`config.mk`:
```
export PLATFORM = sky130hd
export DESIGN_NAME = qubit_pulse_scheduler_flat
export DESIGN_NICKNAME = d
export VERILOG_FILES = /design/src/rtl/qcu_phys_pkg.sv /design/src/rtl/qubit_pulse_scheduler_if.sv /design/src/rtl/qubit_pulse_scheduler_rr_arbiter.sv /design/src/rtl/qubit_pulse_scheduler.sv /design/src/flat_wrapper.sv
export SDC_FILE = /design/constraint.sdc
export NUM_CORES = 1
export LEC_CHECK = 0
export ABC_AREA = 1
export BUFFER_PORTS_ARGS = -buffer_cell sky130_fd_sc_hd__buf_2
export CAP_MARGIN = 20
export CELL_PAD_IN_SITES_DETAIL_PLACEMENT = 1
export CELL_PAD_IN_SITES_GLOBAL_PLACEMENT = 1
export CORE_UTILIZATION = 31
export DETAILED_ROUTE_END_ITERATION = 12
export PLACE_DENSITY = 0.77
export SYNTH_ARGS = -nofsm -noshare
export SYNTH_HDL_FRONTEND = slang
export SYNTH_SLANG_ARGS = --single-unit
```
`constraint.sdc`:
```
create_clock -name clk -period 3.5 [get_ports clk]
set_input_delay 0.175 -clock clk [delete_from_list [all_inputs] [get_ports clk]]
set_output_delay 0.175 -clock clk [all_outputs]
set_load 0.01 [all_outputs]
```
`src/rtl/qcu_phys_pkg.sv`:
```
// qcu_phys_pkg: shared fixed-point type and pulse scheduler state encoding
package qcu_phys_pkg;
  typedef logic signed [15:0] fixed_t;
  localparam fixed_t FIXED_ONE = 16'h4000;
  typedef enum logic [1:0] {IDLE, PULSE, SETTLE, MEASURE} sched_state_e;
endpackage

```
`src/rtl/qubit_pulse_scheduler_if.sv`:
```
// qubit_pulse_scheduler_if: requester pulse-request and measurement-response bus
interface qubit_pulse_scheduler_if #(parameter int NUM_REQ = 4, parameter int DUR_W = 8);
  localparam int ID_W = $clog2(NUM_REQ);
  logic [NUM_REQ-1:0] req_valid;
  logic [NUM_REQ-1:0] req_ready;
  logic [NUM_REQ-1:0][15:0] req_strength;
  logic [NUM_REQ-1:0][DUR_W-1:0] req_cycles;
  logic rsp_valid;
  logic [ID_W-1:0] rsp_id;
  logic rsp_meas;
  modport master(output req_valid, req_strength, req_cycles, input req_ready, rsp_valid, rsp_id, rsp_meas);
  modport slave(input req_valid, req_strength, req_cycles, output req_ready, rsp_valid, rsp_id, rsp_meas);
endinterface

```
`src/rtl/qubit_pulse_scheduler_rr_arbiter.sv`:
```
// rr_arbiter: combinational round-robin grant starting the search at ptr
module rr_arbiter #(
  parameter int N = 4,
  localparam int IW = $clog2(N)
) (
  input  logic [N-1:0]  req,
  input  logic [IW-1:0] ptr,
  input  logic          en,
  output logic [N-1:0]  gnt,
  output logic [IW-1:0] gnt_idx
);
  logic [IW-1:0] idx;
  // descending scan so the requester closest to ptr is the last (winning) match
  always_comb begin
    gnt = '0;
    gnt_idx = '0;
    idx = '0;
    for (int i = N - 1; i >= 0; i--) begin
      idx = IW'((int'(ptr) + i) % N);
      if (req[idx]) gnt_idx = idx;
    end
    if (en && |req) gnt[gnt_idx] = 1'b1;
  end
endmodule

```
`src/rtl/qubit_pulse_scheduler.sv`:
```
// qubit_pulse_scheduler: shares one hamiltonian engine among requesters (pulse, settle, measure)
module qubit_pulse_scheduler
  import qcu_phys_pkg::*;
#(
  parameter int NUM_REQ = 4,
  parameter int SETTLE_CYCLES = 4,
  parameter int DUR_W = 8
) (
  input  logic   clk,
  input  logic   rst,
  input  logic   run,
  qubit_pulse_scheduler_if.slave bus,
  output logic   eng_enable,
  output logic   eng_apply_pulse,
  output fixed_t eng_pulse_strength,
  input  logic   eng_measurement,
  output logic   busy
);
  localparam int ID_W = $clog2(NUM_REQ);
  localparam int SW = $clog2(SETTLE_CYCLES + 1);
  localparam int CW = DUR_W > SW ? DUR_W : SW;
  localparam logic [CW-1:0] SETTLE_N = CW'(SETTLE_CYCLES);
  sched_state_e state_q, state_d;
  logic [ID_W-1:0] ptr_q, ptr_d, id_q, id_d, rsp_id_q, rsp_id_d, gnt_idx;
  fixed_t str_q, str_d;
  logic [CW-1:0] cnt_q, cnt_d;
  logic rsp_valid_q, rsp_valid_d, rsp_meas_q, rsp_meas_d;
  logic [NUM_REQ-1:0] gnt;
  logic [DUR_W-1:0] win_cycles;
  rr_arbiter #(.N(NUM_REQ)) u_arb (
    .req(bus.req_valid), .ptr(ptr_q), .en(state_q == IDLE), .gnt(gnt), .gnt_idx(gnt_idx)
  );
  assign bus.req_ready = gnt;
  assign bus.rsp_valid = rsp_valid_q;
  assign bus.rsp_id = rsp_id_q;
  assign bus.rsp_meas = rsp_meas_q;
  assign win_cycles = bus.req_cycles[gnt_idx];
  assign busy = state_q != IDLE;
  assign eng_apply_pulse = state_q == PULSE;
  assign eng_pulse_strength = state_q == PULSE ? str_q : '0;
  assign eng_enable = state_q == PULSE || state_q == SETTLE || run;
  always_comb begin
    state_d = state_q;
    ptr_d = ptr_q;
    str_d = str_q;
    cnt_d = cnt_q;
    id_d = id_q;
    rsp_valid_d = 1'b0;
    rsp_id_d = rsp_id_q;
    rsp_meas_d = rsp_meas_q;
    case (state_q)
      IDLE: if (|gnt) begin
        str_d = bus.req_strength[gnt_idx];
        id_d = gnt_idx;
        ptr_d = gnt_idx == ID_W'(NUM_REQ - 1) ? '0 : gnt_idx + 1'b1;
        cnt_d = win_cycles != '0 ? CW'(win_cycles) : SETTLE_N;
        state_d = win_cycles != '0 ? PULSE : SETTLE;
      end
      PULSE: begin
        cnt_d = cnt_q == CW'(1) ? SETTLE_N : cnt_q - 1'b1;
        state_d = cnt_q == CW'(1) ? SETTLE : PULSE;
      end
      SETTLE: begin
        cnt_d = cnt_q - 1'b1;
        state_d = cnt_q == CW'(1) ? MEASURE : SETTLE;
      end
      MEASURE: begin
        rsp_valid_d = 1'b1;
        rsp_id_d = id_q;
        rsp_meas_d = eng_measurement;
        state_d = IDLE;
      end
      default: state_d = IDLE;
    endcase
  end
  always_ff @(posedge clk) begin
    if (rst) begin
      state_q <= IDLE;
      ptr_q <= '0;
      str_q <= '0;
      cnt_q <= '0;
      id_q <= '0;
      rsp_valid_q <= 1'b0;
      rsp_id_q <= '0;
      rsp_meas_q <= 1'b0;
    end else begin
      state_q <= state_d;
      ptr_q <= ptr_d;
      str_q <= str_d;
      cnt_q <= cnt_d;
      id_q <= id_d;
      rsp_valid_q <= rsp_valid_d;
      rsp_id_q <= rsp_id_d;
      rsp_meas_q <= rsp_meas_d;
    end
  end
endmodule

```
`src/flat_wrapper.sv`:
```
// flat-port wrapper written by rule: the top's interface ports become plain ports
module qubit_pulse_scheduler_flat import qcu_phys_pkg::*;
#(
  parameter int NUM_REQ = 4,
  parameter int SETTLE_CYCLES = 4,
  parameter int DUR_W = 8
)
  (clk, rst, run, eng_enable, eng_apply_pulse, eng_pulse_strength, eng_measurement, busy, bus_req_valid, bus_req_strength, bus_req_cycles, bus_req_ready, bus_rsp_valid, bus_rsp_id, bus_rsp_meas);
  qubit_pulse_scheduler_if #(.NUM_REQ(NUM_REQ), .DUR_W(DUR_W)) bus_i ();
  input  logic clk;
  input  logic rst;
  input  logic run;
  output logic eng_enable;
  output logic eng_apply_pulse;
  output fixed_t eng_pulse_strength;
  input  logic eng_measurement;
  output logic busy;
  input wire logic [$bits(bus_i.req_valid)-1:0] bus_req_valid;
  input wire logic [$bits(bus_i.req_strength)-1:0] bus_req_strength;
  input wire logic [$bits(bus_i.req_cycles)-1:0] bus_req_cycles;
  output wire logic [$bits(bus_i.req_ready)-1:0] bus_req_ready;
  output wire logic [$bits(bus_i.rsp_valid)-1:0] bus_rsp_valid;
  output wire logic [$bits(bus_i.rsp_id)-1:0] bus_rsp_id;
  output wire logic [$bits(bus_i.rsp_meas)-1:0] bus_rsp_meas;
  assign bus_i.req_valid = bus_req_valid;
  assign bus_i.req_strength = bus_req_strength;
  assign bus_i.req_cycles = bus_req_cycles;
  assign bus_req_ready = bus_i.req_ready;
  assign bus_rsp_valid = bus_i.rsp_valid;
  assign bus_rsp_id = bus_i.rsp_id;
  assign bus_rsp_meas = bus_i.rsp_meas;
  qubit_pulse_scheduler #(.NUM_REQ(NUM_REQ), .SETTLE_CYCLES(SETTLE_CYCLES), .DUR_W(DUR_W)) u_core (.clk(clk), .rst(rst), .run(run), .bus(bus_i), .eng_enable(eng_enable), .eng_apply_pulse(eng_apply_pulse), .eng_pulse_strength(eng_pulse_strength), .eng_measurement(eng_measurement), .busy(busy));
endmodule
```
==> flow_summary.ini, run 1 <==
[setup_path]
cp-start-kind = flip-flop
crit_required_ns = 3.67
cp-end-kind = flip-flop
path_delay_family = simple AND/OR/NAND/NOR gates
reg2reg_slack_ns = 0.44
crit_top_cell = nor2_1
max_stage_delay_ns = 0.48
arrival_ns = 3.23
cp_num_buf_inv = 4
crit_slowest_cell = dfxtp_2
critPathKind = flip-flop to flip-flop
worstPathCellList = nand2_1 -> nand3_1 -> inv_1 -> nor2_1 -> nor2_2 -> nor2_4 -> clkinv_4 -> ha_1 -> inv_1 -> nor2_1 -> nor2_1 -> nand2_1 -> nor2_1 -> inv_1 -> nand2_2 -> a21oi_1 -> a221oi_1
crit_fanout = 17

[grt]
grt_pass1_wl_um = 16600
grt_antenna_before_repair = 0
grt_usage_pct = 21.3
grt_pass1_vias = 3571
grt_remaining_overflow = 0
grt_max_degree = 49

[drt]
viasPerCell = 4.96
drc = 0
dr.pass1.iters = 4
drt-total-wl_um = 9970
antenna_left = 0
wl_per_cell_um = 14.6
drt-initial-drc-count = 101
num_vias = 3385

[floorplan]
die_w_um = 97.2
core_area_um2 = 8760
rows = 34
ioPinCount = 131
dieArea_um2 = 9450
dieHeight_um = 97.2
initial_core_util_pct = 32.1

[placement]
place_ws_ns = -0.0975
port-buffer-count = 130
hpwlAfterDp_um = 7870
gp_congestion = 0.823

[min_path]
hold_class = input pin to flip-flop

[sta]
min_period_over_period_pct = 87.4
clock_skew_ns = 0.00658
fmax_mhz = 327
rsz0062_at_grt = no
fin_setup_tns_ns = 0
worst_slew_pin_slew_ns = 0.827
maxSlewHeadroom_pct = 44.8
setup_ws_ns = 0.441
fin_crit_ns = 3.06
finalHoldViolCount = 0
finalSetupViolations = 0
finalMaxSlewViolations = 0

[clock_tree]
clkTransAtPathRegs_ns = 0.08
cts_tree = done
cts.sinks = 34
insertion_delay_ns = 0.29
cts_htree_levels = 2
numCtsBuffers = 5
cts_buffer_depth = 2
cts-root-buf = clkbuf_8

[synthesis]
seq_area_frac_synth_pct = 24.2
synth_area_um2 = 2810
synth.area.top_cells = dfxtp_1, nand2_1, nand3_1
ys_ff_latch = 34
synth_edf_count = 0
synth_nets = 569
avgSynthCellArea_um2 = 6.19
netlist_top_cells_count = nand2_1, inv_1, nor2_1
yosysWarnings = 0
synth.most_common_cell = nand2_1
async_flop_share_pct = 0
syn_inst = 454
yosysTopAreaCell = dfxtp_1
synth_cell_types = 40
synth_top_area_share_pct = 24.2
ys.flop_type = dfxtp_1

[finish]
antennaDiodeCount = 0
fill_cells = 1196
drive_above_1_share_pct = 29.4
nNetsFinal = 688
synthToLayoutAreaGrowth_pct = 29.5

[power]
leakage_nw = 2.06
peakVddDrop_mv = 0.397
power.density_nw_per_um2 = 996

[run_status]
status = finished, final reports clean

[job]
maxCapViolations = 0
## state kept, by name (all words and copies together), names as in the netlist
register	flops
u_core.bus.rsp_meas	1
u_core.state_q	2
u_core.bus.rsp_valid	1
u_core.cnt_q	8
u_core.id_q	2
u_core.str_q	16
u_core.ptr_q	2
u_core.bus.rsp_id	2
## tightest hold or removal path, stage by stage
cell	delay [ns]
buf_2	0.08
nor2_1	0.03
nor2_1	0.08
## logic make-up (layout without fill, tap and decap cells)
family,Yosys count,after routing,share of synthesized area (%)
and+or+nand+nor,213,213,33.8
DFF,34,34,24.2
adders and majority gates,11,11,4.90
xor gates and xnor gates,5,5,1.56
buffers and inverters,92,212,14.7
AOI/OAI and AO/OA,99,99,20.8
## metal layers
metal  global-route usage, %  vias to the layer above  routed length, µm
met5                       0                        -                  0
met4                    4.59                        0                102
met3                    3.09                        8                439
met2                    40.0                       92               5050
met1                    25.5                     1578               4380
li1                        -                     1707                  -
## worst paths after layout
kind / startpoint / to / cells past startpoint
max: u_core.ptr_q[0]$_SDFFE_PP0P_ / u_core.cnt_q[4]$_SDFFE_PP0P_ / 17
min reg2reg: u_core.bus.rsp_meas$_SDFFE_PP0P_ / u_core.bus.rsp_meas$_SDFFE_PP0P_ / 2
min: eng_measurement / u_core.bus.rsp_meas$_SDFFE_PP0P_ / 3
max reg2reg: u_core.ptr_q[0]$_SDFFE_PP0P_ / u_core.cnt_q[4]$_SDFFE_PP0P_ / 17
## layout make-up
cell class,instances,area (µm²),share of cell area [%]
multi-input cells,328,1720,47.3
repair buffers,136,696,19.1
flip-flops and latches,34,682,18.7
inverters,68,263,7.22
well taps,108,135,3.72
clock buffers,6,82.6,2.27
clock inverters,2,60.1,1.65
## through the flow
stage	total power, mW	utilization [%]	instance area, µm²	instances	hold WS (ns)
global route	4.02	41.5	3640	682	0.155
finish	3.62	41.5	3640	682	0.121
CTS	3.66	41.5	3630	682	0.121
detailed placement	3.16	39.7	3480	673	0.422
floorplan	2.59	-	2810	454	0.310
global placement	3.07	39.7	3480	673	0.401
## what timing repair did
| item | CTS | global route |
|---|---|---|
| pin swaps | 1 | 0 |
| setup buffers | 1 | 0 |
| setup endpoints to repair | 7 | 4 |
| gates resized for setup | 1 | 1 |
| hold buffers | 0 | 0 |
## power breakdown
part / switching [mW] / internal [mW]
Combinational: 1.67 / 0.874
Sequential: 0.0994 / 0.526
Clock: 0.153 / 0.304
## cells in the final DEF (no fill, tap or decap), types with 6 or more instances in the layout
cell / count
dfxtp_1: 33
o21ai_0: 45
a21oi_1: 16
inv_1: 63
buf_2: 130
nand3_1: 48
clkbuf_8: 6
nand2_1: 91
buf_4: 6
ha_1: 11
o221ai_1: 9
nor2_1: 54
Power figures use the tool's default switching activity.
==> run 2, diff against run 1 <==
Settings changed: CELL_PAD_IN_SITES_DETAIL_PLACEMENT 1 to not set, CELL_PAD_IN_SITES_GLOBAL_PLACEMENT 1 to not set, CORE_UTILIZATION 31 to 48, PLACE_DENSITY 0.77 to 0.78.
==> run 2 against run 1 <==
Sequential share of layout area rose by 0.40 points. Count of clock-buffer cells in the layout did not move. Core utilization rose by 22 points. Clock power fell by 19%. Largest cell class unchanged. Highest routed layer unchanged.
==> flow_summary.ini, run 2 (same netlist as run 1, synthesis figures left out) <==
[sta]
fin_crit_ns = 3.12
finalMaxSlewViolations = 0
setup_ws_ns = 0.382
finalSetupViolations = 0
fmax_mhz = 321
clock_skew_ns = 0.00611
worst_slew_pin_slew_ns = 0.787
maxSlewHeadroom_pct = 47.5
finalHoldViolCount = 0
rsz0062_at_grt = no
min_period_over_period_pct = 89.1
fin_setup_tns_ns = 0

[setup_path]
cp_num_buf_inv = 6
cp-start-kind = flip-flop
r2r_cells = 20
arrival_ns = 3.36
worstPathCellList = inv_4 -> nand2_1 -> nand3_1 -> nand2_2 -> nand3_4 -> nand3_4 -> nand2_4 -> inv_2 -> ha_1 -> inv_1 -> nor2_1 -> nor2_1 -> nand2_1 -> buf_4 -> nand2_1 -> inv_1 -> o21ai_0 -> o221ai_1 -> nand2_1 -> inv_1
crit_slowest_cell = dfxtp_2
crit_fanout = 26
max_stage_delay_ns = 0.50
endpoint = u_core.str_q[5]$_SDFFE_PP0P_
rr_startpoint = u_core.ptr_q[0]$_SDFFE_PP0P_
cp.depth = 20
crit_start = u_core.ptr_q[0]$_SDFFE_PP0P_
crit_required_ns = 3.74
crit_top_cell = nand2_1
path_delay_family = simple AND/OR/NAND/NOR gates
critPathKind = flip-flop to flip-flop
worstReg2RegEnd = u_core.str_q[5]$_SDFFE_PP0P_
reg2reg_slack_ns = 0.38
cp-end-kind = flip-flop

[floorplan]
dieArea_um2 = 6160
die_w_um = 78.5
core_area_um2 = 5570
ioPinCount = 131
rows = 27
dieHeight_um = 78.5
initial_core_util_pct = 50.4

[drt]
drc = 0
viasPerCell = 5.31
drt-initial-drc-count = 261
antenna_left = 0
drt-total-wl_um = 8620
num_vias = 3426
dr.pass1.iters = 5
wl_per_cell_um = 13.4

[run_status]
status = finished, final reports clean

[finish]
largest_reg_flops = 16
regArea_um2 = 682
multi_input_area_um2 = 1720
final_cell_mix = buf_2, nand2_1, inv_1, nor2_1, nand3_1
fin_util_pct = 63.9
layout_commonest_cell = buf_2
fill_cells = 523
largest-register = u_core.str_q
reg_top3 = u_core.str_q: 16 flops, u_core.cnt_q: 8 flops
nNetsFinal = 688
antennaDiodeCount = 0
drive_above_1_share_pct = 29.3
synthToLayoutAreaGrowth_pct = 26.8

[min_path]
hold_class = input pin to flip-flop
hold_start = eng_measurement

[clock_tree]
cts_buffer_depth = 2
cts_htree_levels = 2
numCtsBuffers = 5
cts.sinks = 34
cts-root-buf = clkbuf_8
clkTransAtPathRegs_ns = 0.07
insertion_delay_ns = 0.29
cts_hold_buf = 0
cts_tree = done

[grt]
grt_antenna_before_repair = 0
grt_pass1_vias = 3199
grt_max_degree = 28
grt_pass1_wl_um = 14300
grt_usage_pct = 29.1
grt_remaining_overflow = 0

[power]
peakVddDrop_mv = 0.508
power.density_nw_per_um2 = 976
leakage_nw = 2.04

[job]
maxCapViolations = 0

[placement]
port-buffer-count = 130
hpwlAfterDp_um = 6670
gp_congestion = 0.905
place_ws_ns = 0.210
## run 2: report_power, final
| group | internal (mW) | switching, mW | total (mW) |
|---|---|---|---|
| Clock | 0.228 | 0.143 | 0.371 |
| Combinational | 0.884 | 1.60 | 2.48 |
| Sequential | 0.527 | 0.0961 | 0.623 |
| Total | 1.64 | 1.84 | 3.48 |
## run 2: layout make-up
type | count | share of cell area, %
Clock buffer | 6 | 2.32
Clock inverter | 1 | 0.843
Inverter | 68 | 7.38
Multi-Input combinational cell | 328 | 48.3
Sequential cell | 34 | 19.1
Tap cell | 72 | 2.53
Timing Repair Buffer | 136 | 19.5
## run 2: worst min path at each step
stage / endpoint / slack [ns] / cells past startpoint
finish: u_core.bus.rsp_meas$_SDFFE_PP0P_ / 0.12 / 3
detailed placement: u_core.bus.rsp_meas$_SDFFE_PP0P_ / 0.42 / 3
global placement: u_core.bus.rsp_meas$_SDFFE_PP0P_ / 0.40 / 3
global route: u_core.cnt_q[2]$_SDFFE_PP0P_ / 0.16 / 2
floorplan: u_core.bus.rsp_meas$_SDFFE_PP0P_ / 0.31 / 2
CTS: u_core.bus.rsp_meas$_SDFFE_PP0P_ / 0.11 / 3
## run 2: timing repair
action,in CTS,in global routing
endpoints found under the setup margin,0,19
endpoints found under the hold margin,0,0
gates resized for setup,0,2
buffers inserted,0,0
## run 2: worst reg2reg max path, cell delays in order (launching register included)
cell,delay (ns)
dfxtp_2,0.50
inv_4,0.07
nand2_1,0.11
nand3_1,0.10
nand2_2,0.09
nand3_4,0.08
nand3_4,0.18
nand2_4,0.21
inv_2,0.28
ha_1,0.19
inv_1,0.04
nor2_1,0.13
nor2_1,0.07
nand2_1,0.09
buf_4,0.16
nand2_1,0.06
inv_1,0.22
o21ai_0,0.16
o221ai_1,0.20
nand2_1,0.07
inv_1,0.08
## run 2: metal layers
| layer | GRT usage (%) | share of wire [%] | vias up |
|---|---|---|---|
| met2 | 48.2 | 47 | 164 |
| met5 | 0 | 0 | - |
| li1 | - | - | 1711 |
| met1 | 35.1 | 41 | 1528 |
| met3 | 8.14 | 8.7 | 23 |
| met4 | 11.9 | 2.7 | 0 |
## run 2: per-stage QoR
step                instances  area (µm²)  hold WS, ns  power [mW]
global placement          638        3450        0.405        3.02
floorplan                 454        2810        0.310        2.59
global route              645        3560        0.162        3.87
CTS                       645        3560        0.115        3.46
finish                    645        3560        0.122        3.48
detailed placement        638        3450        0.416        3.07
==> run 3, diff against run 2 <==
Settings changed: CORE_ASPECT_RATIO set to 0.7.
==> run 3 against run 2 <==
Sequential cell count is the same. Register-to-register slack worse by 0.04 ns. Non-clock buffer count shrank 1. Largest power group unchanged. Critical path type unchanged. Critical endpoint is now u_core.str_q[9]$_SDFFE_PP0P_. Via count is 0.53% lower. First-iteration DRC count is 15% lower.
==> flow_summary.ini, run 3 (same netlist as run 1, synthesis figures left out) <==
[floorplan]
rows = 22
ioPinCount = 131
die_w_um = 93.4
dieHeight_um = 66
initial_core_util_pct = 51.8
dieArea_um2 = 6170
core_area_um2 = 5420

[sta]
worst_slew_pin_slew_ns = 0.748
min_period_over_period_pct = 90.2
fin_crit_ns = 3.16
finalSetupViolations = 0
rsz0062_at_grt = no
maxSlewHeadroom_pct = 50.0
fin_setup_tns_ns = 0
finalHoldViolCount = 0
fmax_mhz = 317
setup_ws_ns = 0.342
clock_skew_ns = 0.00448
finalMaxSlewViolations = 0

[power]
p_int_mw = 1.55
p_total_mw = 3.42
power.density_nw_per_um2 = 966
swShare_pct = 54.8
peakVddDrop_mv = 0.367
power.share.sequential_pct = 18.2
power_frac_comb_pct = 72.7
p_sw_mw = 1.87
clkPwrFrac_pct = 9.1
leakage_nw = 2.03

[run_status]
status = finished, final reports clean

[job]
maxCapViolations = 0

[drt]
drc = 0
drt-total-wl_um = 8570
dr.pass1.iters = 5
viasPerCell = 5.28
num_vias = 3408
antenna_left = 0
drt-initial-drc-count = 221
wl_per_cell_um = 13.3

[clock_tree]
cts-root-buf = clkbuf_8
cts_htree_levels = 2
insertion_delay_ns = 0.29
clkTransAtPathRegs_ns = 0.08
numCtsBuffers = 5
cts_buffer_depth = 2
cts.sinks = 34
cts_tree = done
postCtsSetupRepairBufs = 0

[finish]
layout_commonest_cell = buf_2
stdcell_area_um2 = 3540
antennaDiodeCount = 0
largest-register = u_core.str_q
largest_reg_flops = 16
synthToLayoutAreaGrowth_pct = 26.0
reg_top3 = u_core.str_q: 16 flops, u_core.cnt_q: 8 flops
nNetsFinal = 687
drive_above_1_share_pct = 29.5
final_cell_mix = buf_2, nand2_1, inv_1, nor2_1, nand3_1

[grt]
grt_max_degree = 35
grt_usage_pct = 28.2
grt_pass1_vias = 2991
grt_remaining_overflow = 0
grt_antenna_before_repair = 0
grt_pass1_wl_um = 13500

[setup_path]
crit_fanout = 18
crit_required_ns = 3.73
cp-end-kind = flip-flop
cp-start-kind = flip-flop
critPathKind = flip-flop to flip-flop
arrival_ns = 3.39

[placement]
place_ws_ns = 0.0352
dpl_cell_area_um2 = 3440
port-buffer-count = 130
hpwlAfterDp_um = 6720
gp_congestion = 0.907

[min_path]
hold_class = input pin to flip-flop
==> run 3: changes by cell type in the layout (fill, tap and decap cells not counted) <==
cell / change
nor2_2: +1
nor2_1: -1
buf_4: -1
bufinv_16: -1
clkinv_2: +1
clkinvlp_4: +1
==> run 3: what timing repair did <==
item,in CTS,in global routing
setup endpoints to repair,1,19
resized for setup,1,2
hold buffers,0,0
==> run 3: per-layer routing <==
metal / track usage (%) / part of all wire, % / up-vias
met5: 0 / 0 / -
met4: 7.50 / 1.2 / 0
met3: 4.94 / 8.6 / 13
met2: 43.2 / 42 / 157
met1: 40.6 / 48 / 1529
li1: - / - / 1709
==> run 3: per-stage QoR <==
step	instances	hold WS, ns	util, %
after detailed placement	637	0.408	63.4
after global placement	637	0.406	63.4
after CTS	645	0.110	65.2
after global routing	645	0.133	65.3
final	645	0.117	65.3
after floorplan	454	0.310	-
==> run 3: path summary, 6_finish.rpt <==
kind | cells after the start | startpoint | end | slack (ns)
min reg2reg | 2 | u_core.id_q[1]$_SDFFE_PP0P_ | u_core.bus.rsp_id[1]$_SDFFE_PP0P_ | 0.51
max reg2reg | 19 | u_core.ptr_q[0]$_SDFFE_PP0P_ | u_core.str_q[9]$_SDFFE_PP0P_ | 0.34
min | 3 | eng_measurement | u_core.bus.rsp_meas$_SDFFE_PP0P_ | 0.12
max | 19 | u_core.ptr_q[0]$_SDFFE_PP0P_ | u_core.str_q[9]$_SDFFE_PP0P_ | 0.34
==> run 3: critical path, cell delays in order (launching register included) <==
cell and delay [ns]:
dfxtp_2 0.48, inv_4 0.07, nand2_1 0.13, nand3_1 0.12, nand2_2 0.10, nand3_4 0.08
nand2_2 0.08, nand2_4 0.12, nand2_4 0.21, ha_1 0.18, inv_1 0.04, nor2_1 0.16
nor2_1 0.08, nand2_1 0.27, inv_1 0.11, nor2_2 0.35, o21ai_0 0.15, o221ai_1 0.20
nand2_1 0.09, inv_1 0.07
==> run 3: power by group through the flow <==
stage	Combinational (mW)	Sequential, mW	Clock, mW
after floorplan	2.00	0.593	0
after global placement	2.38	0.620	0
after detailed placement	2.44	0.624	0
after CTS	2.45	0.618	0.317
after global routing	2.80	0.637	0.334
final	2.48	0.622	0.313
==> run 3: area by class of cell <==
cell class / instances / area, µm²
Fill cell: 537 / 1880
Multi-Input combinational cell: 328 / 1720
Timing Repair Buffer: 135 / 688
Sequential cell: 34 / 682
Inverter: 68 / 263
Tap cell: 72 / 90.1
Clock buffer: 6 / 82.6
Clock inverter: 2 / 12.5
